==> config.mk <==
export PLATFORM = sky130hd
export DESIGN_NAME = id_ex_pipe
export DESIGN_NICKNAME = d
export VERILOG_FILES = /design/src/rtl/id_ex_pipe.sv
export SDC_FILE = /design/constraint.sdc
export NUM_CORES = 1
export LEC_CHECK = 0
export ABC_AREA = 1
export BUFFER_PORTS_ARGS = -buffer_cell sky130_fd_sc_hd__buf_2
export CAP_MARGIN = 0
export CORE_AREA = 2 2 135 137
export CTS_CLUSTER_SIZE = 40
export DETAILED_ROUTE_END_ITERATION = 8
export DIE_AREA = 0 0 137 139
export HOLD_SLACK_MARGIN = 0.05
export PLACE_DENSITY = 0.79
export RECOVER_POWER = 25
export SYNTH_ARGS = -nofsm -noshare
export SYNTH_HDL_FRONTEND = slang
export SYNTH_SLANG_ARGS = --single-unit
==> constraint.sdc <==
create_clock -name i_clk -period 4.3 [get_ports i_clk]
set_input_delay 1.075 -clock i_clk [delete_from_list [all_inputs] [get_ports i_clk]]
set_output_delay 1.075 -clock i_clk [all_outputs]
set_load 0.02 [all_outputs]
==> src/rtl/id_ex_pipe.sv <==
// ID/EX pipeline register with load-use hazard detection.
// Each clock edge applies one action to the EX slot:
//   flush > hold > bubble > load.
// The bubble counter records how many load-use bubbles were inserted.
// It saturates at all-ones.
module id_ex_pipe (
    input  logic        i_clk,
    input  logic        i_rst_n,
    input  logic        i_valid,
    input  logic [31:0] i_pc,
    input  logic [31:0] i_rdData1,
    input  logic [31:0] i_rdData2,
    input  logic [31:0] i_imm,
    input  logic [4:0]  i_rdReg1,
    input  logic [4:0]  i_rdReg2,
    input  logic [12:0] i_ctrlEX,
    input  logic [2:0]  i_ctrlMEM,
    input  logic [6:0]  i_ctrlWB,
    input  logic        i_flush,
    input  logic        i_exStall,
    output logic        o_valid,
    output logic [31:0] o_pc,
    output logic [31:0] o_rdData1,
    output logic [31:0] o_rdData2,
    output logic [31:0] o_imm,
    output logic [4:0]  o_rdReg1,
    output logic [4:0]  o_rdReg2,
    output logic [12:0] o_ctrlEX,
    output logic [2:0]  o_ctrlMEM,
    output logic [6:0]  o_ctrlWB,
    output logic        o_stallID,
    output logic [15:0] o_bubbleCnt
);

    logic        valid_q,     valid_d;
    logic [31:0] pc_q,        pc_d;
    logic [31:0] rdData1_q,   rdData1_d;
    logic [31:0] rdData2_q,   rdData2_d;
    logic [31:0] imm_q,       imm_d;
    logic [4:0]  rdReg1_q,    rdReg1_d;
    logic [4:0]  rdReg2_q,    rdReg2_d;
    logic [12:0] ctrlEX_q,    ctrlEX_d;
    logic [2:0]  ctrlMEM_q,   ctrlMEM_d;
    logic [6:0]  ctrlWB_q,    ctrlWB_d;
    logic [15:0] bubbleCnt_q, bubbleCnt_d;
    logic        hazard;

    // A load in EX whose destination (never x0) is read by the valid ID instruction.
    assign hazard = valid_q & ctrlMEM_q[1] & (ctrlWB_q[4:0] != 5'd0) & i_valid &
                    ((ctrlWB_q[4:0] == i_rdReg1) | (ctrlWB_q[4:0] == i_rdReg2));

    // The front end must hold while a bubble is due or EX is blocked.
    // A taken branch or a reset cancels that hold.
    assign o_stallID = (hazard | i_exStall) & ~i_flush & i_rst_n;

    // Select the single action for this edge and build the next EX slot.
    always_comb begin
        valid_d     = valid_q;
        pc_d        = pc_q;
        rdData1_d   = rdData1_q;
        rdData2_d   = rdData2_q;
        imm_d       = imm_q;
        rdReg1_d    = rdReg1_q;
        rdReg2_d    = rdReg2_q;
        ctrlEX_d    = ctrlEX_q;
        ctrlMEM_d   = ctrlMEM_q;
        ctrlWB_d    = ctrlWB_q;
        bubbleCnt_d = bubbleCnt_q;
        if (i_flush) begin
            pc_d      = i_pc;
            rdData1_d = i_rdData1;
            rdData2_d = i_rdData2;
            imm_d     = i_imm;
            rdReg1_d  = i_rdReg1;
            rdReg2_d  = i_rdReg2;
            ctrlEX_d  = i_ctrlEX;
            valid_d   = 1'b0;
            ctrlMEM_d = 3'b000;
            ctrlWB_d  = {2'b00, i_ctrlWB[4:0]};
        end else if (i_exStall) begin
            valid_d = valid_q;
        end else if (hazard) begin
            pc_d      = i_pc;
            rdData1_d = i_rdData1;
            rdData2_d = i_rdData2;
            imm_d     = i_imm;
            rdReg1_d  = i_rdReg1;
            rdReg2_d  = i_rdReg2;
            valid_d   = 1'b0;
            ctrlEX_d  = 13'd0;
            ctrlMEM_d = 3'b000;
            ctrlWB_d  = 7'd0;
            if (bubbleCnt_q != 16'hFFFF) begin
                bubbleCnt_d = bubbleCnt_q + 16'd1;
            end
        end else begin
            valid_d   = i_valid;
            pc_d      = i_pc;
            rdData1_d = i_rdData1;
            rdData2_d = i_rdData2;
            imm_d     = i_imm;
            rdReg1_d  = i_rdReg1;
            rdReg2_d  = i_rdReg2;
            ctrlEX_d  = i_ctrlEX;
            ctrlMEM_d = i_valid ? i_ctrlMEM : 3'b000;
            ctrlWB_d  = i_valid ? i_ctrlWB : {2'b00, i_ctrlWB[4:0]};
        end
    end

    // EX slot state, cleared asynchronously so a reset discards any in-flight instruction.
    always_ff @(posedge i_clk or negedge i_rst_n) begin
        if (!i_rst_n) begin
            valid_q     <= 1'b0;
            pc_q        <= 32'd0;
            rdData1_q   <= 32'd0;
            rdData2_q   <= 32'd0;
            imm_q       <= 32'd0;
            rdReg1_q    <= 5'd0;
            rdReg2_q    <= 5'd0;
            ctrlEX_q    <= 13'd0;
            ctrlMEM_q   <= 3'd0;
            ctrlWB_q    <= 7'd0;
            bubbleCnt_q <= 16'd0;
        end else begin
            valid_q     <= valid_d;
            pc_q        <= pc_d;
            rdData1_q   <= rdData1_d;
            rdData2_q   <= rdData2_d;
            imm_q       <= imm_d;
            rdReg1_q    <= rdReg1_d;
            rdReg2_q    <= rdReg2_d;
            ctrlEX_q    <= ctrlEX_d;
            ctrlMEM_q   <= ctrlMEM_d;
            ctrlWB_q    <= ctrlWB_d;
            bubbleCnt_q <= bubbleCnt_d;
        end
    end

    assign o_valid     = valid_q;
    assign o_pc        = pc_q;
    assign o_rdData1   = rdData1_q;
    assign o_rdData2   = rdData2_q;
    assign o_imm       = imm_q;
    assign o_rdReg1    = rdReg1_q;
    assign o_rdReg2    = rdReg2_q;
    assign o_ctrlEX    = ctrlEX_q;
    assign o_ctrlMEM   = ctrlMEM_q;
    assign o_ctrlWB    = ctrlWB_q;
    assign o_bubbleCnt = bubbleCnt_q;

endmodule

==> flow_metrics.tcl <==
set metrics [dict create \
    critPathLaunchType "input port" \
    fmax_ghz 0.296 \
    synth_common_cells "nand2_1, dfrtp_1, nor2_1, inv_1, clkbuf_1" \
    dr.pass1.iters 6 \
    setup_viol 0 \
    yosys.area.top_type "dfrtp_1" \
    reg2reg_slack_ns 2.35 \
    area_growth_pct 33.7 \
    vias 6696 \
    dp_hpwl_um 14500 \
    io_buffers 344 \
    max_cap_viol_count 2 \
    grt_max_degree 89 \
    syn_nets 1038 \
    hold_viol_final 0 \
    utilization_pct 55.0 \
    ioPinCount 345 \
    groute.usage.overall_pct 21.2 \
    whs_endpoint "o_rdData2[29]$_DFFE_PN0P_" \
    violations "capacitance limit, slew limit" \
    fin_crit_ns 3.38 \
    cp_cell_sequence "buf_2 -> nor2_1 -> nor2_1 -> nor2_1 -> nand3_1 -> nand2_2 -> nand2_4 -> nand2_2 -> nand2_4 -> nor2_2 -> buf_2" \
    clockBufferDepth 2 \
    status "complete, but fails checks" \
    irDropWorstVdd_mv 0.249 \
    ant_nets 0 \
    cpMostUsedCell "nor2_1" \
    worstHoldStart "o_rdData2[29]$_DFFE_PN0P_" \
    ys_top_cells_by_area "dfrtp_1, nand2_1, xnor2_1, nor2_1, buf_2" \
    arrival_ns 2.31 \
    cts_buffers 17 \
    grt_pass1_wl_um 31800 \
    drtIter0Drc 257 \
    clock_skew_ns 0.0107 \
    cts.sinks 178 \
    yosysSeqAreaShare_pct 61.3 \
    ys_types 22 \
    crit_fanout 19 \
    r2r_start "o_bubbleCnt[0]$_DFFE_PN0P_" \
    ys_async_sr_fraction_pct 100 \
    power_density_nw_per_um2 408 \
    period_share_pct 78.7 \
    finalSetupTns_ns 0 \
    startpoint "i_rdReg2[0]" \
    placedCellCount 1415 \
    synth_edf_count 0 \
    cts_resized 0 \
    ys_warn_count 0 \
    crit_buf_inv 2 \
    crit_family "simple AND/OR/NAND/NOR gates" \
    max_slew_margin_pct -22.0 \
    ys_ff_latch 178 \
    critical-path-slowest-cell "nand2_2" \
    leakagePower_nw 5.72 \
    slew_viol_final 146 \
    clockRootBuffer "clkbuf_16" \
    fp.coreArea_sq_um 17700 \
    syn_inst 871 \
    routed_wl_um 20100 \
    fin_cells 1448 \
    grt_overflow 0 \
    worst-r2r-cell-count 9 \
    synth_most_common_cell "nand2_1" \
    avgSynthCellArea_sq_um 8.34 \
    rsz0062_at_grt "false" \
    synthesis.area_sq_um 7270 \
    avgViaCountPerCell 4.62 \
    fp.dieH_um 139 \
    slowest_delay_ns 0.16 \
    worstSetupEndpointType "output port" \
    ys.flop_type "dfrtp_1" \
    dieArea_sq_um 19000 \
    tightest_slew_ns 1.83 \
    synth_top_area_share_pct 61.3 \
    wl_per_cell_um 13.9 \
    worstPathRequired_ns 3.22 \
    clk-insertion-delay-late_ns 0.42 \
    start_util_pct 41.2 \
    fin_nets 1372 \
    place.gp.congestion 0.867 \
    post-route-drc-count 0 \
    holdBufCountCts 0 \
    grt_pass1_vias 6340 \
    hold_class "flip-flop to flip-flop" \
    die_width_um 137 \
    rows 49 \
    worstHoldPathCells 2 \
    layout-drive-gt1-share_pct 32.3 \
    cts_max_level 4 \
    tritoncts "built" \
    critical_path_class "input port to output port" \
    r2r_end "o_bubbleCnt[12]$_DFFE_PN0P_" \
    clkTransAtPathRegs_ns 0.07 \
    post_cts_buffers 0 \
    power_mw 3.97 \
    nFillCells 1639 \
    antenna_found_initial 2 \
]
==> stage by stage <==
step	area (sq um)	setup WS, ns	hold slack (ns)
CTS	9730	0.908	0.479
global route	9720	0.774	0.493
global placement	9170	0.942	0.457
detailed placement	9170	0.921	0.459
floorplan	7270	1.18	0.589
finish	9720	0.918	0.473
==> cells by family after synthesis <==
| logic type | synth area share [%] |
|---|---|
| simple gates | 32.7 |
| flops | 61.3 |
| buf+inv | 3.46 |
| xor+xnor | 1.93 |
| compound gates | 0.482 |
| fa+ha+maj | 0.172 |
==> worst max path at each step <==
stage	to	cells past startpoint
floorplan	o_stallID	11
global placement	o_stallID	12
detailed placement	o_stallID	11
CTS	o_stallID	11
global route	o_rdData2[17]$_DFFE_PN0P_	7
finish	o_stallID	11
==> area by class of cell <==
cell class,count,area (sq um),area share (%)
well taps,229,287,2.95
clock inverters,13,116,1.20
multi-input cells,635,2560,26.3
inverters,23,88.8,0.914
flip-flops and latches,178,4450,45.8
clock buffers,19,443,4.56
repair buffers,350,1770,18.2
diodes,1,2.50,0.0257
==> registers in the layout (all words and copies together), names as in the netlist, 5 cells and up <==
name         cells
o_pc            32
o_bubbleCnt     16
o_imm           32
o_ctrlEX        13
o_rdReg1         5
o_rdData1       32
o_ctrlWB         7
o_rdReg2         5
o_rdData2       32
==> routing by layer <==
layer	part of all wire (%)	GRT usage, %	up-vias
met3	7.7	6.14	40
met2	49	35.2	264
li1	-	-	3288
met5	0.035	0	-
met4	2.8	9.06	2
met1	40	25.5	3102
==> layout by cell type, fill, tap and decap left out <==
cell / instances
clkbuf_1: 2
clkbuf_2: 2
ha_1: 1
inv_8: 3
buf_6: 1
nand2_4: 2
o21ai_0: 7
nor2_2: 1
dfrtp_1: 178
xor2_1: 3
nand3_2: 2
xnor2_1: 13
nor3_1: 1
nand4_1: 3
clkinvlp_4: 1
clkinv_4: 3
buf_2: 342
nand2_2: 2
clkbuf_16: 17
clkinv_2: 1
nor2_4: 1
buf_4: 4
nand3_1: 15
diode_2: 1
nand2_1: 555
inv_6: 5
nand4_2: 1
clkbuf_8: 1
inv_1: 19
inv_2: 3
inv_4: 1
nor2_1: 28
==> power by group <==
part,switching (mW),internal [mW]
clock network,0.712,0.780
registers,0.0703,1.80
logic,0.404,0.204
==> tightest hold or removal path, cell delays in order, from the launching register on <==
cell     delay [ns]
dfrtp_1        0.34
nand2_1        0.05
nand2_1        0.05
No activity file was read; power rests on OpenSTA's default activity.
